<file path="config.mk">
export PLATFORM = sky130hd
export DESIGN_NAME = mul_seq_ctrl
export DESIGN_NICKNAME = d
export VERILOG_FILES = /design/src/rtl/mul_seq_ctrl.sv
export SDC_FILE = /design/constraint.sdc
export NUM_CORES = 1
export LEC_CHECK = 0
export CAP_MARGIN = 20
export CORE_MARGIN = 1
export CORE_UTILIZATION = 30
export CTS_BUF_LIST = sky130_fd_sc_hd__clkbuf_8
export DETAILED_ROUTE_END_ITERATION = 7
export MAX_ROUTING_LAYER = met4
export PLACE_DENSITY_LB_ADDON = 0.08
export SLEW_MARGIN = 20
export SYNTH_ARGS = -nofsm -noshare
export SYNTH_HDL_FRONTEND = slang
export SYNTH_SLANG_ARGS = --single-unit
</file>
<file path="constraint.sdc">
create_clock -name clk -period 21.7 [get_ports clk]
set_input_delay 2.17 -clock clk [delete_from_list [all_inputs] [get_ports clk]]
set_output_delay 2.17 -clock clk [all_outputs]
set_load 0.005 [all_outputs]
</file>
<file path="src/rtl/mul_seq_ctrl.sv">
// Execute-stage sequencer for the shared RV32M multiplier: holds the pipeline
// while the multiplier works and answers exact repeats from a one-entry cache.
module mul_seq_ctrl #(
    parameter int TIMEOUT = 15
) (
    input  logic        clk,
    input  logic        rst,
    input  logic        req_valid,
    input  logic [2:0]  req_funct3,
    input  logic [31:0] req_a,
    input  logic [31:0] req_b,
    input  logic        flush,
    output logic        stall,
    output logic        resp_valid,
    output logic [31:0] resp_data,
    output logic        err,
    output logic [2:0]  mul_mulsel,
    output logic [31:0] mul_a,
    output logic [31:0] mul_b,
    input  logic        mul_ready,
    input  logic [31:0] mul_res
);

    localparam int CW = $clog2(TIMEOUT + 1);

    typedef enum logic [1:0] {IDLE, BUSY, DONE, COOL} state_t;

    state_t        state;
    logic [CW-1:0] cnt;
    logic [2:0]    lat_f3;
    logic [31:0]   res_q;
    logic          err_q;
    logic          cache_valid;
    logic [2:0]    cache_f3;
    logic [31:0]   cache_a;
    logic [31:0]   cache_b;
    logic [31:0]   cache_res;

    logic is_mul;
    logic hit;

    assign is_mul = req_valid & ~req_funct3[2] & ~flush;
    assign hit    = (state == IDLE) & is_mul & cache_valid & (req_funct3 == cache_f3)
                  & (req_a == cache_a) & (req_b == cache_b);
    assign err    = err_q;

    // Combinational outputs are forced low while rst is high so the pipeline
    // sees a quiet block even if a request is still presented.
    // NOTE: every always_comb output gets a default first, so no path can infer a latch.
    always_comb begin
        stall      = 1'b0;
        resp_valid = 1'b0;
        resp_data  = '0;
        if (!rst) begin
            unique case (state)
                IDLE: begin
                    stall      = is_mul & ~hit;
                    resp_valid = hit;
                    if (hit) resp_data = cache_res;
                end
                BUSY: stall = 1'b1;
                DONE: begin
                    resp_valid = 1'b1;
                    resp_data  = res_q;
                end
                COOL: stall = is_mul;
                default: ;
            endcase
        end
    end

    // NOTE: the cache is a handful of flops rather than a RAM, so it is reset
    // along with everything else; only valid really matters for correctness.
    always_ff @(posedge clk or posedge rst) begin
        if (rst) begin
            state       <= IDLE;
            cnt         <= '0;
            lat_f3      <= '0;
            res_q       <= '0;
            err_q       <= 1'b0;
            cache_valid <= 1'b0;
            cache_f3    <= '0;
            cache_a     <= '0;
            cache_b     <= '0;
            cache_res   <= '0;
            mul_mulsel  <= '0;
            mul_a       <= '0;
            mul_b       <= '0;
        end else begin
            // NOTE: non-blocking assignments only, so every register sees pre-edge values.
            unique case (state)
                IDLE: begin
                    if (is_mul && !hit) begin
                        mul_mulsel <= req_funct3 + 3'd1;
                        mul_a      <= req_a;
                        mul_b      <= req_b;
                        lat_f3     <= req_funct3;
                        cnt        <= '0;
                        state      <= BUSY;
                    end
                end
                BUSY: begin
                    if (flush) begin
                        mul_mulsel <= '0;
                        state      <= COOL;
                    end else if (mul_ready) begin
                        res_q       <= mul_res;
                        cache_valid <= 1'b1;
                        cache_f3    <= lat_f3;
                        cache_a     <= mul_a;
                        cache_b     <= mul_b;
                        cache_res   <= mul_res;
                        mul_mulsel  <= '0;
                        state       <= DONE;
                    end else if (cnt + CW'(1) == CW'(TIMEOUT)) begin
                        // Timeout reuses DONE to emit a zero response and unblock the pipeline.
                        err_q       <= 1'b1;
                        res_q       <= '0;
                        cache_valid <= 1'b0;
                        mul_mulsel  <= '0;
                        state       <= DONE;
                    end else begin
                        cnt <= cnt + CW'(1);
                    end
                end
                DONE: state <= COOL;
                COOL: if (!mul_ready) state <= IDLE;
                default: state <= IDLE;
            endcase
        end
    end

endmodule

</file>
==> qor.yml, run 1 <==
clock_network:
  cts_inserted_buffers: 39
  cts_sinks: 209
  postCtsSetupBuffers: 0
  cts_root_buffer: "clkbuf_8"
  cts.path.max_buffers: 3
  h-tree-depth: 2
  clock_latency_ps: 530
  holdBufCountCts: 0
  clkTransAtPathRegs_ps: 50
  ctsResizeCount: 0
  cts_tree: "yes"
grt:
  use_met3_pct: 3.23
  grt_pass1_vias: 7775
  grt_use_total_pct: 17.8
  antenna_found_initial: 1
  overflow: 0
  grt_max_degree: 80
  grt_busiest_layer: "met2"
  grt_util_met1_pct: 24.6
  use_met2_pct: 26.9
  grt_pass1_wl_mm: 44.6
sta:
  report.final.slew_viol_count: 0
  finalWorstSetupSlack_ps: 13480
  maxSlewHeadroom_pct: 31.2
  fin_skew_ps: 21.2
  hold_viol_final: 0
  period_minus_slack_ps: 8220
  setup_viol: 0
  worstMarginPinSlew_ps: 1020
  fmax_mhz: 122
  rsz0062_at_grt: "false"
  fin_crit_sh_pct: 37.9
  setup-tns-final_ps: 0
routing:
  postRouteWirelength_mm: 27.9
  dr.pass1.iters: 4
  routedWlPerCell_um: 17.5
  drc: 0
  routed_via_density: 4.65
  ant_nets: 0
  drtIter0Drc: 359
  vias: 7396
critical_path:
  cp_slowest_cell: "nor4_1"
  crit_path_end: "stall"
  path_max_fanout: 49
  cp.arrival_ps: 6050
  crit_chain: "clkdlybuf4s50_1 > xor2_1 > nor4_1 > nand2_1 > nor4_4 > nor2b_4 > buf_4 > nand2b_1 > a211oi_1 > clkdlybuf4s50_1"
  cp-start-kind: "input port"
  reg2regPathDepth: 11
  rr_startpoint: "state[0]$_DFFE_PP0P_"
  crit_path_frequent_cell: "clkdlybuf4s50_1"
  critPathRequiredTime_ps: 19530
  critical_path_class: "input port to output pin"
  reg2reg_slack_ps: 17440
  regToRegEndpoint: "mul_b[9]$_DFFE_PP0P_"
  slowest_delay_ps: 880
  crit_start: "req_a[15]"
  crit_path_end_kind: "output pin"
synthesis:
  synth_seq_cells: 209
  synthFlopType: "dfrtp_1"
  yosysSeqAreaShare_pct: 54.2
  syn_inst: 951
  syn_area_um2: 9640
  async_flop_share_pct: 100
  synth_largest_area_cell: "dfrtp_1"
  ys_types: 53
  yosysWarnings: 0
  yosys-top-cells-area: "dfrtp_1 54%, nand2_1 14%, mux2_4 9.3%"
  synth-edff-count: 0
  syn_avg_cell_area_um2: 10.1
  yosysTopAreaCellShare_pct: 54.2
  yosysMostFrequentCell: "nand2_1"
  yosys-top-cells-count: "351 x nand2_1, 209 x dfrtp_1, 60 x mux2_4"
  synth_nets: 1063
finish:
  seqCellArea_um2: 5230
  multi_input_area_um2: 4130
  drive_gt1_share_pct: 11.9
  syn2layout_area_growth_pct: 33.2
  finalInstanceArea_um2: 12800
  nFillCells: 3159
  final_net_count: 1272
status:
  status: "completed"
placement:
  place_ws_ps: 13430
  hpwl_mm: 18.4
  gp_routability_congestion: 0.796
  place_area_um2: 12100
  port_buffers: 205
pwr:
  seqPwrFrac_pct: 42.7
  power_per_cell_area_nw_per_um2: 128
  switching_share_pct: 33.3
  p_clk_share_pct: 22.7
  leakage_nw: 6.09
  p_int_w: 0.00110
  p_sw_w: 0.000547
  combPwrFrac_pct: 34.7
  vdd_drop_max_mv: 0.0477
die:
  core.rowCount: 65
  start_util_pct: 30.6
  die_y_um: 181
  pin_count: 206
  dieArea_um2: 32900
  die_w_um: 181
  core_area_um2: 31600
min_path:
  hold_class: "flop to flop"
run:
  drv_cap: 0
## placed cells by master, fill, tap and decap left out, types with 3 or more instances in the layout
master and count:
nand2_1 350, dfrtp_1 209, clkdlybuf4s50_1 205, mux2_4 60, clkbuf_8 49, xor2_1 47, nor2_1 41, inv_1 32
a22oi_1 32, nor2b_1 18, o21ai_0 16, nor4_1 15, buf_4 11, nand2b_1 8, ha_1 8, a2111o_1 5
nand3_1 5, o211ai_1 5, o22ai_1 4, xnor2_1 4, nor3_1 4, mux2i_1 4, mux2_2 4, clkinv_2 4
nor3b_1 3, nand4_1 3, a22o_1 3, a21oi_1 3
## sequential cells by signal, summed over array words and instances, names as in the netlist
name	flops
cache_a	32
cache_res	32
state	2
mul_mulsel	3
cnt	4
cache_f3	3
mul_b	32
mul_a	32
cache_b	32
err	1
res_q	32
cache_valid	1
lat_f3	3
## worst min path at each step
stage / cells past startpoint / start / to
finish: 2 / res_q[0]$_DFFE_PP0P_ / res_q[0]$_DFFE_PP0P_
detailed placement: 2 / lat_f3[1]$_DFFE_PP0P_ / cache_f3[1]$_DFFE_PP0P_
floorplan: 2 / lat_f3[2]$_DFFE_PP0P_ / cache_f3[2]$_DFFE_PP0P_
CTS: 2 / res_q[0]$_DFFE_PP0P_ / res_q[0]$_DFFE_PP0P_
global placement: 2 / lat_f3[2]$_DFFE_PP0P_ / cache_f3[2]$_DFFE_PP0P_
global route: 2 / cache_res[6]$_DFFE_PP0P_ / cache_res[6]$_DFFE_PP0P_
## cell families after synthesis
group	synth area share, %
and+or+nand+nor	20.0
AOI/OAI and AO/OA	6.68
buffers and inverters	3.17
xor gates and xnor gates	4.63
adders and majority gates	1.04
muxes	10.2
DFF	54.2
## metrics by stage
stage / cells / utilization (%) / total power [W] / hold WS (ps)
after floorplan: 951 / - / 0.00101 / 430
after global placement: 1521 / 38.3 / 0.00128 / 454
after detailed placement: 1521 / 38.3 / 0.00129 / 456
after CTS: 1591 / 40.7 / 0.00167 / 476
after global routing: 1592 / 40.7 / 0.00177 / 498
final: 1592 / 40.7 / 0.00165 / 469
## power groups by stage
stage               clock network (W)  logic [W]  registers (W)
finish                       0.000373   0.000571       0.000702
global route                 0.000404   0.000637       0.000729
CTS                          0.000387   0.000583       0.000703
detailed placement                  0   0.000579       0.000707
global placement                    0   0.000576       0.000705
floorplan                           0   0.000326       0.000680
## critical path, delay by kind of cell
kind            cells  cell delay [ps]
simple gates        5             2130
buf+inv             3             1440
xor+xnor            1              160
compound gates      1              130
## area by class of cell
class	instances	share of cell area, %
sequential	209	40.7
multi-input combinational	676	32.2
timing repair buffer	216	16.6
clock buffer	49	5.25
tap	402	3.92
clock inverter	21	0.711
inverter	18	0.585
antenna	1	0.0195
## routing by layer
metal,wire (um),share of wire [%]
met5,0,0
met3,1260,4.5
met1,13500,48
met2,12500,45
met4,564,2.0
(Power assumes the default switching activity.)
==> inputs of run 2 (changes only) <==
==> constraint.sdc (replaced) <==
create_clock -name clk -period 6.9 [get_ports clk]
set_input_delay 0.69 -clock clk [delete_from_list [all_inputs] [get_ports clk]]
set_output_delay 0.69 -clock clk [all_outputs]
set_load 0.005 [all_outputs]
==> run 2 against run 1 <==
Count of clock-buffer cells in the layout is 3 higher. Die area stayed put. Power grew to 3.2 times the previous value. Critical path type unchanged.
==> qor.yml, run 2 (synthesized netlist as in run 1, its figures left out) <==
sta:
  worstMarginPinSlew_ps: 1020  # about the same
  setup_viol: 0  # unchanged
  finalWorstSetupSlack_ps: 1500  # was 13480 ps
  fmax_mhz: 185
  fin_skew_ps: 17.1  # was 21.2 ps
  maxSlewHeadroom_pct: 31.2  # about the same
  setup-tns-final_ps: 0  # unchanged
  report.final.slew_viol_count: 0  # unchanged
  whs_ps: 454  # was 469 ps
  fin_crit_sh_pct: 78.2
  rsz0062_at_grt: "false"  # unchanged
  period_minus_slack_ps: 5400
  hold_viol_final: 0  # unchanged
die:
  start_util_pct: 30.6  # unchanged
  core_area_um2: 31600  # unchanged
  die_w_um: 181  # unchanged
  core.rowCount: 65  # unchanged
  dieArea_um2: 32900  # unchanged
  die_y_um: 181  # unchanged
  pin_count: 206  # unchanged
pwr:
  switching_share_pct: 32.8  # was 33.3%
  p_clk_share_pct: 24.0  # was 22.7%
  vdd_drop_max_mv: 0.176  # was 0.0477 mV
  leakage_nw: 6.12  # was 6.09 nW
  p_sw_w: 0.00172  # was 0.000547 W
  seqPwrFrac_pct: 42.2  # was 42.7%
  p_int_w: 0.00353  # was 0.00110 W
  combPwrFrac_pct: 33.8  # was 34.7%
  power.total_w: 0.00525  # was 0.00165 W
  power_per_cell_area_nw_per_um2: 407  # was 128 nW/um2
clock_network:
  h-tree-depth: 2  # unchanged
  postCtsSetupBuffers: 0  # unchanged
  cts_root_buffer: "clkbuf_8"  # unchanged
  holdBufCountCts: 0  # unchanged
  clock_latency_ps: 540  # was 530 ps
  cts_inserted_buffers: 41  # was 39
  clkTransAtPathRegs_ps: 60  # was 50 ps
  cts.path.max_buffers: 3  # unchanged
  ctsResizeCount: 0  # unchanged
  cts_tree: "yes"  # unchanged
  cts_sinks: 209  # unchanged
grt:
  antenna_found_initial: 0  # was 1
  grt_pass1_vias: 7716  # was 7775
  grt_max_degree: 161  # was 80
  overflow: 0  # unchanged
  grt_use_total_pct: 17.9  # was 17.8%
  grt_pass1_wl_mm: 44.3  # was 44.6 mm
routing:
  vias: 7408  # was 7396
  postRouteWirelength_mm: 27.7  # was 27.9 mm
  drc: 0  # unchanged
  routedWlPerCell_um: 17.4  # was 17.5 um
  ant_nets: 0  # unchanged
  routed_via_density: 4.65  # about the same
  dr.pass1.iters: 5  # was 4
  drtIter0Drc: 296  # was 359
critical_path:
  cp-start-kind: "input port"  # unchanged
  cp.arrival_ps: 4710  # was 6050 ps
  critical_path_class: "input port to output pin"  # unchanged
  crit_path_end_kind: "output pin"  # unchanged
  path_max_fanout: 29  # was 49
  critPathRequiredTime_ps: 6210  # was 19530 ps
placement:
  gp_routability_congestion: 0.803  # was 0.796
  port_buffers: 205  # unchanged
  place_area_um2: 12100  # about the same
  place_ws_ps: 1520  # was 13430 ps
  hpwl_mm: 18.4  # about the same
finish:
  drive_gt1_share_pct: 12.2  # was 11.9%
  antennaDiodeCount: 0  # was 1
  final_common_cell: "nand2_1"  # unchanged
  finalInstanceArea_um2: 12900  # was 12800 um2
  layout_common_cells: "350 x nand2_1, 209 x dfrtp_1, 205 x clkdlybuf4s50_1"  # unchanged
  syn2layout_area_growth_pct: 33.9  # was 33.2%
  final_net_count: 1274  # was 1272
run:
  drv_cap: 0  # unchanged
status:
  status: "completed"  # unchanged
min_path:
  hold_class: "flop to flop"  # unchanged
[run 2: changes by cell type in the layout (fill, tap and decap cells not counted), sizes merged]
cell	previous run	this run
diode	1	0
clkbuf	49	52
bufinv	0	1
inv	33	32
clkinvlp	2	1
[run 2: layer usage]
layer | part of all wire, % | routed length (um) | GRT usage [%] | up-vias
li1 | - | - | - | 3569
met1 | 49 | 13600 | 25.5 | 3616
met2 | 45 | 12300 | 26.3 | 185
met3 | 4.5 | 1240 | 3.16 | 38
met4 | 1.7 | 480 | 4.17 | 0
met5 | 0 | 0 | - | -
[run 2: critical path, stage by stage]
cell,delay [ps]
clkdlybuf4s50_1,440
xor2_1,150
nor4_1,880
nand2_1,210
nor4_4,470
nor2b_4,740
buf_4,370
a22oi_1,100
nor2_1,110
clkdlybuf4s50_1,520
[run 2: power by group through the flow]
| stage | registers (W) | logic [W] | clock network, W |
|---|---|---|---|
| 2_1_floorplan | 0.00214 | 0.00103 | 0 |
| 4_1_cts | 0.00222 | 0.00181 | 0.00131 |
| 6_report | 0.00222 | 0.00178 | 0.00126 |
| 3_5_place_dp | 0.00223 | 0.00181 | 0 |
| 5_1_grt | 0.00230 | 0.00200 | 0.00137 |
| 3_3_place_gp | 0.00224 | 0.00179 | 0 |
[run 2: worst paths after layout]
check	startpoint	end	slack (ps)	cells after the start
hold / removal	lat_f3[2]$_DFFE_PP0P_	cache_f3[2]$_DFFE_PP0P_	450	2
max in group asynchronous	rst	cnt[2]$_DFFE_PP0P_	4740	4
setup reg to reg	state[0]$_DFFE_PP0P_	mul_b[21]$_DFFE_PP0P_	2550	10
setup / recovery	req_a[15]	resp_data[28]	1500	10
min in group asynchronous	rst	err$_DFFE_PP0P_	910	3
hold reg to reg	lat_f3[2]$_DFFE_PP0P_	cache_f3[2]$_DFFE_PP0P_	450	2
[run 2: final cells by class]
type	instances	area, um2
Fill cell	3155	18600
Sequential cell	209	5230
Multi-Input combinational cell	676	4130
Timing Repair Buffer	216	2150
Clock buffer	52	716
Tap cell	402	503
Clock inverter	20	111
Inverter	18	71.3
[run 2: through the flow]
stage,cells,util [%]
after global placement,1521,38.3
after CTS,1593,40.9
final,1593,40.9
after floorplan,951,-
after detailed placement,1521,38.3
after global routing,1593,40.9
==> inputs of run 3 (changes only) <==
==> constraint.sdc (replaced) <==
create_clock -name clk -period 5.3 [get_ports clk]
set_input_delay 0.53 -clock clk [delete_from_list [all_inputs] [get_ports clk]]
set_output_delay 0.53 -clock clk [all_outputs]
set_load 0.005 [all_outputs]
==> run 3 against run 2 <==
Combinational power is 30% higher. Register-to-register slack worse by 1200 ps. Sequential share of layout area down 0.071 points. Clock skew grew 13 ps. Worst setup slack got worse by 820 ps. Flip-flop and latch count unchanged. Power increased by 30%. Cell area up 0.18%. Non-clock buffer count up 4.
==> qor.yml, run 3 (synthesized netlist as in run 1, its figures left out) <==
placement:
  gp_routability_congestion: 0.774  # was 0.803
  place_ws_ps: 945  # was 1520 ps
  port_buffers: 205  # unchanged
  hpwl_mm: 18.4  # about the same
routing:
  drtIter0Drc: 372  # was 296
  dr.pass1.iters: 5  # unchanged
  postRouteWirelength_mm: 27.6  # was 27.7 mm
  drc: 0  # unchanged
  vias: 7365  # was 7408
  ant_nets: 0  # unchanged
  routed_via_density: 4.62  # was 4.65
  routedWlPerCell_um: 17.3  # was 17.4 um
clock_network:
  holdBufCountCts: 0  # unchanged
  cts_inserted_buffers: 40  # was 41
  cts_root_buffer: "clkbuf_8"  # unchanged
  cts.path.max_buffers: 3  # unchanged
  clock_latency_ps: 540  # about the same
  clkTransAtPathRegs_ps: 60  # about the same
  ctsResizeCount: 0  # unchanged
  h-tree-depth: 2  # unchanged
  cts_sinks: 209  # unchanged
  postCtsSetupBuffers: 0  # unchanged
  cts_tree: "yes"  # unchanged
critical_path:
  reg2regPathDepth: 12  # was 10
  reg2reg_slack_ps: 1310  # was 2550 ps
  rr_startpoint: "state[0]$_DFFE_PP0P_"  # unchanged
  cp-start-kind: "flop"  # was input port
  path_max_fanout: 38  # was 29
  crit_chain: "inv_1 > ha_1 > and4bb_2 > o2111ai_1 > nor4_1 > nand3_1 > nor2b_4 > buf_4 > a22oi_1 > nor2_1 > clkdlybuf4s50_1"  # was clkdlybuf4s50_1 > xor2_1 > nor4_1 > nand2_1 > nor4_4 > nor2b_4 > buf_4 > a22oi_1 > nor2_1 > clkdlybuf4s50_1
  crit_path_end: "resp_data[1]"  # was resp_data[28]
  critical_path_class: "flop to output pin"  # was input port to output pin
  cp_slowest_cell: "ha_1"  # was nor4_1
  crit_path_end_kind: "output pin"  # unchanged
  critPathRequiredTime_ps: 4770  # was 6210 ps
  regToRegEndpoint: "mul_a[30]$_DFFE_PP0P_"  # was mul_b[21]$_DFFE_PP0P_
  crit_start: "state[0]$_DFFE_PP0P_"  # was req_a[15]
  cp.arrival_ps: 4080  # was 4710 ps
  slowest_delay_ps: 520  # was 880 ps
finish:
  drive_gt1_share_pct: 12.5  # was 12.2%
  syn2layout_area_growth_pct: 34.1  # was 33.9%
  final_common_cell: "nand2_1"  # unchanged
  antennaDiodeCount: 0  # unchanged
  layout_common_cells: "350 x nand2_1, 209 x dfrtp_1, 205 x clkdlybuf4s50_1"  # unchanged
  final_net_count: 1277  # was 1274
  utilization_pct: 41.0  # was 40.9%
  nFillCells: 3164  # was 3155
die:
  die_y_um: 181  # unchanged
  start_util_pct: 30.6  # unchanged
  core.rowCount: 65  # unchanged
  core_area_um2: 31600  # unchanged
  pin_count: 206  # unchanged
  dieArea_um2: 32900  # unchanged
  die_w_um: 181  # unchanged
sta:
  fmax_mhz: 217
  fin_skew_ps: 30.3  # was 17.1 ps
  fin_crit_sh_pct: 87.0
  setup_viol: 0  # unchanged
  setup-tns-final_ps: 0  # unchanged
  finalWorstSetupSlack_ps: 688  # was 1500 ps
  report.final.slew_viol_count: 0  # unchanged
  rsz0062_at_grt: "false"  # unchanged
  period_minus_slack_ps: 4610
  worstMarginPinSlew_ps: 847  # was 1020 ps
  maxSlewHeadroom_pct: 43.5  # was 31.2%
  hold_viol_final: 0  # unchanged
  whs_ps: 462  # was 454 ps
grt:
  grt_use_total_pct: 17.7  # was 17.9%
  use_met2_pct: 26.8  # was 26.3%
  antenna_found_initial: 0  # unchanged
  grt_pass1_wl_mm: 44.0  # was 44.3 mm
  grt_busiest_layer: "met2"  # unchanged
  grt_util_met1_pct: 23.9  # was 25.5%
  grt_pass1_vias: 7716  # unchanged
  grt_max_degree: 78  # was 161
  overflow: 0  # unchanged
  use_met3_pct: 3.77  # was 3.16%
status:
  status: "completed"  # unchanged
run:
  drv_cap: 0  # unchanged
pwr:
  vdd_drop_max_mv: 0.230  # was 0.176 mV
  leakage_nw: 6.13  # was 6.12 nW
  power_per_cell_area_nw_per_um2: 526  # was 407 nW/um2
min_path:
  hold_class: "flop to flop"  # unchanged
## run 3: cell count changes in the layout (fill, tap and decap cells not counted), sizes merged
cell	change
buf	+4
clkbuf	+2
inv	-2
bufinv	-1
clkinv	-1
## run 3: where the power goes
group	switching [W]	internal (W)	total, W	leakage, nW
Clock	0.000690	0.000904	0.00159	0.468
Sequential	0.000541	0.00234	0.00288	2.62
Combinational	0.000997	0.00133	0.00232	3.04
## run 3: worst max-delay path, delay by kind of cell (launching register included)
kind                       cells  cell delay (ps)
adders and majority gates      1              520
AOI/OAI and AO/OA              2              280
and+or+nand+nor                5             1260
buffers and inverters          3             1020
DFF                            1              420
## run 3: layout make-up
| type | instances | area (um2) | area share, % |
|---|---|---|---|
| flip-flops and latches | 209 | 5230 | 40.4 |
| multi-input cells | 676 | 4130 | 32.0 |
| repair buffers | 220 | 2180 | 16.9 |
| clock buffers | 54 | 743 | 5.75 |
| well taps | 402 | 503 | 3.89 |
| inverters | 18 | 71.3 | 0.551 |
| clock inverters | 16 | 68.8 | 0.532 |
## run 3: worst min-delay path by stage
| stage | start | end | slack (ps) | cells after the start |
|---|---|---|---|---|
| 6_report | lat_f3[2]$_DFFE_PP0P_ | cache_f3[2]$_DFFE_PP0P_ | 460 | 2 |
| 4_1_cts | lat_f3[2]$_DFFE_PP0P_ | cache_f3[2]$_DFFE_PP0P_ | 460 | 2 |
| 5_1_grt | err$_DFFE_PP0P_ | err$_DFFE_PP0P_ | 490 | 1 |
| 3_5_place_dp | lat_f3[2]$_DFFE_PP0P_ | cache_f3[2]$_DFFE_PP0P_ | 440 | 2 |
| 3_3_place_gp | lat_f3[2]$_DFFE_PP0P_ | cache_f3[2]$_DFFE_PP0P_ | 450 | 2 |
| 2_1_floorplan | lat_f3[2]$_DFFE_PP0P_ | cache_f3[2]$_DFFE_PP0P_ | 430 | 2 |
## run 3: routing by layer
layer,vias to the layer above,wire (um)
met5,-,0
met3,36,1450
met2,198,12400
met1,3567,13300
li1,3564,-
met4,0,450
## run 3: through the flow
stage	cell area (um2)	power, W	cells
3_3_place_gp	12100	0.00526	1525
4_1_cts	12900	0.00692	1595
2_1_floorplan	9650	0.00412	951
3_5_place_dp	12100	0.00526	1525
5_1_grt	12900	0.00733	1595
6_report	12900	0.00680	1595
